===== src/rtl/dmem_arb_pkg.sv =====
// dmem_arb_pkg: shared definitions for the two-port data-memory arbiter.
//   - load / store code constants as seen on mN_is_load / mN_is_store
//   - arbiter FSM state enum
//   - per-requester response record {rvalid, err, rdata}
//   - access_err(): classifies a request as malformed / out of range
package dmem_arb_pkg;

    localparam logic [2:0] LD_NONE = 3'b000;
    localparam logic [2:0] LD_LB   = 3'b001;
    localparam logic [2:0] LD_LH   = 3'b010;
    localparam logic [2:0] LD_LW   = 3'b011;
    localparam logic [2:0] LD_LBU  = 3'b101;
    localparam logic [2:0] LD_LHU  = 3'b110;

    localparam logic [1:0] ST_NONE = 2'b00;
    localparam logic [1:0] ST_SB   = 2'b01;
    localparam logic [1:0] ST_SH   = 2'b10;
    localparam logic [1:0] ST_SW   = 2'b11;

    typedef enum logic [1:0] {
        IDLE = 2'd0,
        OWN0 = 2'd1,
        OWN1 = 2'd2
    } arb_state_e;

    typedef struct packed {
        logic        rvalid;
        logic        err;
        logic [31:0] rdata;
    } resp_t;

    // A pure no-op (both codes none) is never an error, whatever its address.
    function automatic logic access_err(input logic [31:0] addr,
                                        input logic [2:0]  ld,
                                        input logic [1:0]  st,
                                        input logic [31:0] limit);
        logic is_half;
        logic is_word;
        logic is_acc;
        is_half    = (ld == LD_LH) || (ld == LD_LHU) || (st == ST_SH);
        is_word    = (ld == LD_LW) || (st == ST_SW);
        is_acc     = (ld != LD_NONE) || (st != ST_NONE);
        access_err = 1'b0;
        if ((ld != LD_NONE) && (st != ST_NONE)) access_err = 1'b1;
        if ((ld == 3'b100) || (ld == 3'b111))    access_err = 1'b1;
        if (is_half && (addr[1:0] == 2'b11))     access_err = 1'b1;
        if (is_word && (addr[1:0] != 2'b00))     access_err = 1'b1;
        if (is_acc && (addr >= limit))           access_err = 1'b1;
    endfunction

endpackage


===== src/rtl/dmem_arbiter_rr_arb2.sv =====
// rr_arb2: two-way round-robin picker.
//   req[1:0] : request vector
//   ptr      : index of the requester granted last
//   gnt[1:0] : one-hot grant (all zero when nothing requests)
// On contention the requester that was not granted last wins.
module rr_arb2 (
    input  logic [1:0] req,
    input  logic       ptr,
    output logic [1:0] gnt
);

    always_comb begin
        gnt = req;
        if (req == 2'b11) gnt = ptr ? 2'b01 : 2'b10;
    end

endmodule


===== src/rtl/dmem_arbiter.sv =====
// dmem_arbiter: shares one data memory between the core LSU (m0) and the
// debug loader (m1).
//   clk, rst_n          : clock, async active-low reset
//   mN_req/addr/wdata   : request, byte address, right-aligned store data
//   mN_is_load/is_store : access codes (see dmem_arb_pkg)
//   mN_lock             : keep ownership after this transaction
//   mN_gnt              : request accepted this cycle (combinational)
//   mN_rvalid/err/rdata : registered response, one cycle after gnt
//   mem_*               : memory port, driven by the granted request
//   mem_rdata           : combinational (already extended) memory read data
// Build option: DMEM_ARB_LOCK_EN enables the OWN0/OWN1 lock states; without
// it mN_lock is ignored and arbitration is pure round-robin.
module dmem_arbiter
    import dmem_arb_pkg::*;
#(
    parameter int NUM_WORDS = 8
) (
    input  logic        clk,
    input  logic        rst_n,
    input  logic        m0_req,
    input  logic [31:0] m0_addr,
    input  logic [31:0] m0_wdata,
    input  logic [2:0]  m0_is_load,
    input  logic [1:0]  m0_is_store,
    input  logic        m0_lock,
    output logic        m0_gnt,
    output logic        m0_rvalid,
    output logic [31:0] m0_rdata,
    output logic        m0_err,
    input  logic        m1_req,
    input  logic [31:0] m1_addr,
    input  logic [31:0] m1_wdata,
    input  logic [2:0]  m1_is_load,
    input  logic [1:0]  m1_is_store,
    input  logic        m1_lock,
    output logic        m1_gnt,
    output logic        m1_rvalid,
    output logic [31:0] m1_rdata,
    output logic        m1_err,
    output logic [31:0] mem_addr,
    output logic [31:0] mem_wdata,
    output logic [2:0]  mem_is_load,
    output logic [1:0]  mem_is_store,
    input  logic [31:0] mem_rdata
);

    localparam logic [31:0] ADDR_LIM = 32'(4 * NUM_WORDS);

    logic [1:0]       req_v;
    logic [1:0][31:0] addr_v;
    logic [1:0][31:0] wdata_v;
    logic [1:0][2:0]  ld_v;
    logic [1:0][1:0]  st_v;
    logic [1:0]       lock_v;

    assign req_v   = {m1_req, m0_req};
    assign addr_v  = {m1_addr, m0_addr};
    assign wdata_v = {m1_wdata, m0_wdata};
    assign ld_v    = {m1_is_load, m0_is_load};
    assign st_v    = {m1_is_store, m0_is_store};
    assign lock_v  = {m1_lock, m0_lock};

    arb_state_e state_q, state_d;
    logic       last_q;     // index of last granted requester
    logic [1:0] rr_gnt;
    logic [1:0] gnt;
    logic       any_gnt;
    logic       sel;
    logic       sel_err;
    resp_t [1:0] resp_q;

    rr_arb2 u_rr (
        .req (req_v),
        .ptr (last_q),
        .gnt (rr_gnt)
    );

    // Grant is gated by rst_n so nothing is accepted while reset is held.
    always_comb begin
        gnt = 2'b00;
        if (rst_n) begin
            case (state_q)
                OWN0:    gnt = {1'b0, req_v[0]};
                OWN1:    gnt = {req_v[1], 1'b0};
                default: gnt = rr_gnt;
            endcase
        end
    end

    assign any_gnt = |gnt;
    assign sel     = gnt[1];
    assign sel_err = access_err(addr_v[sel], ld_v[sel], st_v[sel], ADDR_LIM);

    // An erroring grant still shows its address but never touches memory.
    assign mem_addr     = any_gnt ? addr_v[sel]  : 32'h0;
    assign mem_wdata    = any_gnt ? wdata_v[sel] : 32'h0;
    assign mem_is_load  = (any_gnt && !sel_err) ? ld_v[sel] : LD_NONE;
    assign mem_is_store = (any_gnt && !sel_err) ? st_v[sel] : ST_NONE;

    always_comb begin
        state_d = state_q;
`ifdef DMEM_ARB_LOCK_EN
        if (any_gnt) begin
            if (lock_v[sel]) state_d = sel ? OWN1 : OWN0;
            else             state_d = IDLE;
        end
`endif
    end

`ifndef DMEM_ARB_LOCK_EN
    logic unused_lock;
    assign unused_lock = ^lock_v;
`endif

    always_ff @(posedge clk or negedge rst_n) begin
        if (!rst_n) begin
            state_q <= IDLE;
            last_q  <= 1'b1;    // "m1 last" so m0 wins the first contention
        end else begin
            state_q <= state_d;
            if (any_gnt) last_q <= sel;
        end
    end

    // Responses: async reset drops any response still in flight.
    always_ff @(posedge clk or negedge rst_n) begin
        if (!rst_n) begin
            resp_q <= '0;
        end else begin
            for (int i = 0; i < 2; i++) begin
                resp_q[i].rvalid <= gnt[i];
                resp_q[i].err    <= gnt[i] & sel_err;
                resp_q[i].rdata  <= (gnt[i] && !sel_err && (ld_v[i] != LD_NONE))
                                    ? mem_rdata : 32'h0;
            end
        end
    end

    assign m0_gnt    = gnt[0];
    assign m1_gnt    = gnt[1];
    assign m0_rvalid = resp_q[0].rvalid;
    assign m0_err    = resp_q[0].err;
    assign m0_rdata  = resp_q[0].rdata;
    assign m1_rvalid = resp_q[1].rvalid;
    assign m1_err    = resp_q[1].err;
    assign m1_rdata  = resp_q[1].rdata;

endmodule


===== config.mk =====
export PLATFORM = sky130hd
export DESIGN_NAME = dmem_arbiter
export DESIGN_NICKNAME = d
export VERILOG_FILES = /design/src/rtl/dmem_arb_pkg.sv /design/src/rtl/dmem_arbiter_rr_arb2.sv /design/src/rtl/dmem_arbiter.sv
export SDC_FILE = /design/constraint.sdc
export NUM_CORES = 1
export LEC_CHECK = 0
export CAP_MARGIN = 30
export CORE_AREA = 2 2 122 124
export DETAILED_ROUTE_END_ITERATION = 8
export DIE_AREA = 0 0 124 126
export GPL_TIMING_DRIVEN = 0
export PLACE_DENSITY = 0.71
export SETUP_SLACK_MARGIN = 0.2
export SYNTH_ARGS = -nofsm -noshare
export SYNTH_HDL_FRONTEND = slang
export SYNTH_SLANG_ARGS = --single-unit

===== constraint.sdc =====
create_clock -name clk -period 3 [get_ports clk]
set_clock_uncertainty 0.2 [all_clocks]
set_input_delay 0.45 -clock clk [delete_from_list [all_inputs] [get_ports clk]]
set_output_delay 0.45 -clock clk [all_outputs]
set_load 0.005 [all_outputs]

==> results of run 1 <==
==> where the power goes <==
group / leakage (nW) / switching, mW / internal (mW)
Combinational: 3.00 / 0.336 / 0.387
Sequential: 0.958 / 0.00282 / 0.937
Clock: 0.170 / 0.403 / 0.816
==> synthesized netlist by cell type <==
| master | count | area share, % |
|---|---|---|
| a22oi_2 | 1 | 0.31 |
| nor4_1 | 11 | 1.7 |
| nand2_1 | 205 | 19 |
| a21oi_1 | 68 | 8.5 |
| a22oi_1 | 2 | 0.37 |
| o211ai_1 | 1 | 0.19 |
| dfstp_2 | 1 | 0.65 |
| or4_1 | 1 | 0.19 |
| xnor2_1 | 2 | 0.44 |
| a31o_1 | 1 | 0.22 |
| nand4_1 | 5 | 0.78 |
| o21ai_1 | 1 | 0.12 |
| a311oi_1 | 4 | 0.87 |
| o221ai_1 | 1 | 0.22 |
| nor3_1 | 40 | 5.0 |
| buf_6 | 4 | 1.1 |
| buf_4 | 4 | 0.75 |
| nor3_2 | 30 | 7.5 |
| nand2b_1 | 1 | 0.16 |
| buf_1 | 10 | 0.93 |
| a22o_1 | 1 | 0.22 |
| o2111a_1 | 1 | 0.28 |
| nand3_2 | 2 | 0.50 |
| o2111ai_1 | 1 | 0.22 |
| nand3_1 | 1 | 0.12 |
| a2111oi_4 | 5 | 3.4 |
| nor2_1 | 12 | 1.1 |
| clkbuf_1 | 23 | 2.1 |
| dfrtp_1 | 68 | 42 |
| buf_2 | 2 | 0.25 |
| inv_2 | 1 | 0.093 |
| inv_1 | 3 | 0.28 |
==> layout make-up <==
class / count / area (um2) / area share [%]
Buffer: 43 / 364 / 4.31
Clock buffer: 9 / 225 / 2.67
Clock inverter: 7 / 121 / 1.44
Inverter: 4 / 20.0 / 0.237
Multi-Input combinational cell: 397 / 2300 / 27.2
Sequential cell: 69 / 1730 / 20.5
Tap cell: 184 / 230 / 2.73
Timing Repair Buffer: 352 / 3460 / 40.9
==> metal layers <==
layer  share of wire, %  GRT usage (%)  vias to the layer above
met5                  0              0                        -
met4                2.5           9.19                        0
met3                7.4           5.71                       37
met2                 50           40.4                      242
met1                 40           29.7                     2369
li1                   -              -                     2461
==> path summary, 6_finish.rpt <==
| kind | from | slack, ns | endpoint |
|---|---|---|---|
| min in group asynchronous | rst_n | 0.51 | m0_rdata[15] |
| max in group asynchronous | rst_n | 1.85 | last_q |
| worst min-delay path | rst_n | 0.35 | m0_err |
| worst max register to register | last_q | 0.62 | m0_rdata[14] |
| worst max-delay path | last_q | 0.08 | mem_is_load[2] |
| worst min register to register | last_q | 0.41 | last_q |
==> logic make-up (layout without fill, tap and decap cells) <==
family / count (synthesis) / count (layout) / share of synthesized area (%)
and+or+nand+nor: 308 / 308 / 36.1
xor gates and xnor gates: 2 / 2 / 0.436
AOI/OAI and AO/OA: 87 / 87 / 14.9
DFF: 69 / 69 / 43.0
buffers and inverters: 47 / 415 / 5.57
==> registers in the layout, indices dropped and copies added, names as in the netlist <==
| register | cells |
|---|---|
| m0_err | 1 |
| m0_rvalid | 1 |
| m1_rvalid | 1 |
| m1_rdata | 32 |
| m1_err | 1 |
| m0_rdata | 32 |
| last_q | 1 |
==> per-stage QoR <==
stage / util (%) / setup TNS (ns) / instances
after floorplan: - / 0 / 513
after global placement: 51.5 / -513.85 / 1008
after detailed placement: 51.4 / -76.36 / 1008
after CTS: 57.6 / 0 / 1056
after global routing: 59.0 / -0.0200 / 1065
final: 59.0 / 0 / 1065
==> what timing repair did <==
item                       in CTS  in global routing
buffers inserted               28                  9
hold buffers                    3                  0
pin swaps                      32                 29
hold endpoints to repair       69                  0
gates resized for setup       226                110
gates cloned                    1                  0
setup endpoints to repair     112                 40
==> worst max-delay path: cells and delay by family (launching register included) <==
family,cells,cell delay (ns)
flip-flops,1,0.55
AND/OR/NAND/NOR,2,0.19
buffers and inverters,4,0.55
AO/OA/AOI/OAI,3,0.65
==> metrics.cfg, run 1 <==
[status]
outcome=complete, no violations

[yosys]
synth_seq_cells=69
syn_avg_cell_area_um2=7.84
ys_seq_area_share_pct=43.0
syn-num-nets=689
synth_cell_types=32
synth.yosys.warnings=0
netlist_instances=513
synthesis.area_mm2=0.00402

[worst_setup_path]
crit_type=reg2out
cp_max_fo=4
worstPathArrival_ns=2.27
worst_path_most_repeated_cell=a2111oi_4
worstSetupStartpointType=register
reg2reg_depth=9
cp_slowest_cell=dfstp_2
cp_data_required_time_ns=2.35
crit_path_end_kind=primary output
slowest_delay_ns=0.55
cp_cell_sequence=nand2_4 -> nand3_4 -> inv_6 -> a2111oi_4 -> a22oi_2 -> buf_6 -> buf_12 -> a2111oi_4 -> buf_2

[sta]
report.final.hold_viol_count=0
worst_pin_slew_ns=0.508
fin_crit_ns=2.92
rsz0062_at_grt=yes
slew_headroom_pct=66.1
finalCritPeriodShare_pct=97.3
fmax_mhz=343
finalSetupViolCount=0
fin_hold_ws_ns=0.350
slew_violations=0
layout_setup_ws_ns=0.0813

[placed_design]
placed_area_mm2=0.00736
numPortBuffers=311
gp_congestion=0.935
pre_cts_ws_ns=-1.28
dp_hpwl_mm=14.0

[routing]
vias=5109
wirelength_mm=19.1
via_per_inst=4.80
dr.first_iter.drc_count=270
route.detailed.drc=0
wire_per_inst_um=17.9
detail-route-antenna-nets=0
drt-pass1-iter-count=4

[cts]
cts_buffers=9
root_buffer=clkbuf_16
cts.sinks=69
clockBufferDepth=2
path_clk_slew_ns=0.06
cts_tree=done
cts_htree_levels=3
clk_latency_ns=0.33

[power_and_ir_drop]
irDropWorstVdd_mv=0.258
total_power_mw=2.88
power.leakage_nw=4.13
power_density_mw_per_mm2=341

[global_routing]
grt_pass1_wl_mm=28.7
grt_usage_pct=24.1
grt-ovfl-total=0
antenna_found_initial=0
grt_max_degree=38
grt_pass1_vias=5318

[finish]
layout.nets=1052
final_common_cell=nand2_1
mostFrequentLayoutCells=nand2_1, clkdlybuf4s50_1, dfrtp_1, a21oi_1, dlygate4sd2_1
syn_to_final_growth_pct=110
fillers=1287
antenna_cells=0
finalInstanceArea_mm2=0.00844
drive_gt1_share_pct=21.2

[worst_hold_path]
whs_path_depth=3
holdCritPathClass=in2reg

[die]
die_h_um=126
core_mm2=0.0143
die_width_um=124
std_cell_rows=44
start_util_pct=28.1
dieArea_mm2=0.0156
ioPinCount=315

[flow_run]
drv_cap=0

No activity file was read; power rests on OpenSTA's default activity.
==> run 2: changes to the inputs <==
--- a/config.mk
+++ b/config.mk
@@ -11,7 +11,9 @@
 export DIE_AREA = 0 0 124 126
 export GPL_TIMING_DRIVEN = 0
 export PLACE_DENSITY = 0.71
+export RECOVER_POWER = 50
 export SETUP_SLACK_MARGIN = 0.2
+export SLEW_MARGIN = 25
 export SYNTH_ARGS = -nofsm -noshare
 export SYNTH_HDL_FRONTEND = slang
 export SYNTH_SLANG_ARGS = --single-unit
==> run 2 against run 1 <==
Effect of this change: clock power about the same; total power down 0.33%; combinational power up 3%; non-clock buffer count up 20; flip-flop and latch count unchanged; largest cell class unchanged; highest routed layer unchanged.
==> metrics.cfg, run 2 (same netlist as run 1, synthesis figures left out) <==
[worst_setup_path]
cp_slowest_cell=dfstp_2
slowest_delay_ns=0.55  ; about the same
crit_path_end_kind=primary output
cp_data_required_time_ns=2.35  ; about the same
worstPathArrival_ns=2.26  ; about the same
cp_num_buf_inv=4  ; unchanged
cp_cell_sequence=nand2_4 -> nand3_4 -> inv_8 -> a2111oi_4 -> a22oi_2 -> buf_6 -> buf_12 -> a2111oi_4 -> buf_2
worst_path_most_repeated_cell=a2111oi_4
crit_type=reg2out
cpLargestDelayFamily=compound AO/OA/AOI/OAI gates
cp_max_fo=5  ; +1
worstSetupStartpointType=register

[global_routing]
grt_max_degree=21  ; -45%
busiest_layer=met2
grt_usage_pct=24.3  ; +0.19 points
met1_usage_pct=29.8  ; +0.065 points
grt-ovfl-total=0  ; unchanged
grt_pass1_vias=5359  ; +0.77%
grt_pass1_wl_mm=28.8  ; +0.38%
met3_usage_pct=6.61  ; +0.91 points
antenna_found_initial=0  ; unchanged
grt_use_met2_pct=40.8  ; +0.32 points

[placed_design]
placed_area_mm2=0.00738  ; +0.27%
dp_hpwl_mm=14.1  ; +0.82%
numPortBuffers=311  ; unchanged
gp_congestion=0.935  ; unchanged
pre_cts_ws_ns=-1.26  ; +0.0164 ns
dp.cells=1009  ; +0.099%

[sta]
fin_crit_ns=2.91  ; -0.00611 ns
fin_setup_tns_ns=0  ; unchanged
slew_violations=0  ; unchanged
worst_pin_slew_ns=0.653  ; +0.145 ns
fmax_mhz=343  ; +0.21%
finalCritPeriodShare_pct=97.1  ; -0.20 points
slew_headroom_pct=56.3  ; -9.8 points
finalSetupViolCount=0  ; unchanged
fin_hold_ws_ns=0.367  ; +0.0171 ns
layout_setup_ws_ns=0.0874  ; +0.00611 ns
report.final.hold_viol_count=0  ; unchanged
rsz0062_at_grt=yes

[cts]
cts_tree=done
path_clk_slew_ns=0.06  ; about the same
cts_htree_levels=3  ; unchanged
root_buffer=clkbuf_16
cts.sinks=69  ; unchanged
cts_buffers=9  ; unchanged
clockBufferDepth=2  ; unchanged
clk_latency_ns=0.33  ; about the same

[die]
core_mm2=0.0143  ; unchanged
die_h_um=126  ; unchanged
start_util_pct=28.1  ; unchanged
ioPinCount=315  ; unchanged
std_cell_rows=44  ; unchanged
dieArea_mm2=0.0156  ; unchanged
die_width_um=124  ; unchanged

[finish]
antenna_cells=0  ; unchanged
fin_cells=1085  ; +1.9%
mostFrequentLayoutCells=nand2_1, clkdlybuf4s50_1, dfrtp_1, a21oi_1, clkbuf_2
layout.nets=1072  ; +1.9%
area.sequential_mm2=0.00173  ; unchanged
syn_to_final_growth_pct=110  ; about the same
fillers=1332  ; +3.5%
drive_gt1_share_pct=26.6  ; +5.4 points
finalInstanceArea_mm2=0.00845  ; about the same
final_common_cell=nand2_1
utilization_pct=59.0  ; about the same
multi_input_area_mm2=0.00231  ; +0.49%

[power_and_ir_drop]
power.leakage_nw=3.80  ; -7.9%
irDropWorstVdd_mv=0.243  ; -5.7%
power_density_mw_per_mm2=340  ; -0.38%
total_power_mw=2.87  ; -0.33%

[routing]
wirelength_mm=19.6  ; +2.6%
route.detailed.drc=0  ; unchanged
wire_per_inst_um=18.0  ; +0.72%
via_per_inst=4.78  ; -0.44%
detail-route-antenna-nets=0  ; unchanged
drt-pass1-iter-count=4  ; unchanged
vias=5182  ; +1.4%
dr.first_iter.drc_count=272  ; +0.74%

[status]
outcome=complete, no violations

[worst_hold_path]
holdCritPathClass=in2reg

[flow_run]
drv_cap=0  ; unchanged

==> run 2: cell count changes in the layout (fill, tap and decap cells not counted), moves of 3 or more <==
cell             before  now
buf_6                12   25
buf_2                14   21
dlygate4sd2_1        45   40
clkbuf_2             16   46
dlygate4sd3_1         2    5
clkdlybuf4s15_1       7   11
dlymetal6s2s_1       44   12
==> run 2: cell type report <==
cell class | count | share of cell area (%)
repair buffers | 372 | 40.9
multi-input cells | 397 | 27.3
flip-flops and latches | 69 | 20.5
plain buffers | 43 | 4.34
clock buffers | 10 | 2.83
well taps | 184 | 2.73
clock inverters | 6 | 1.11
inverters | 4 | 0.267
==> run 2: repair_timing <==
action	in CTS	in global routing
gates cloned	3	0
gates resized for setup	251	171
buffers inserted	37	14
setup endpoints to repair	70	29
pin swaps	33	30
hold endpoints to repair	38	20
hold buffers	1	4
==> run 2: worst register-to-register path: cells and delay by family, from the launching register on <==
kind	cells	cell delay, ns
AO/OA/AOI/OAI	2	0.38
buffers and inverters	11	1.20
flip-flops	1	0.55
AND/OR/NAND/NOR	3	0.37
==> run 2: report_power, final <==
part | internal [mW] | switching (mW)
clock network | 0.758 | 0.432
logic | 0.397 | 0.346
registers | 0.937 | 0.00284
==> run 2: worst paths after layout <==
kind                            slack [ns]   start        endpoint  cells past startpoint
worst min register to register        0.41  last_q          last_q                      3
min in group asynchronous             0.46   rst_n          m1_err                      2
worst max-delay path                  0.09  last_q  mem_is_load[2]                      9
max in group asynchronous             1.66   rst_n     m0_rdata[0]                      2
worst min-delay path                  0.37  m0_req          m0_err                      3
worst max register to register        0.21  last_q          m0_err                     16
==> run 2: per-layer routing <==
layer	wire length, um	share of wire (%)	up-vias
li1	-	-	2511
met1	7820	40	2410
met2	9810	50	227
met3	1400	7.2	34
met4	524	2.7	0
met5	0	0	-
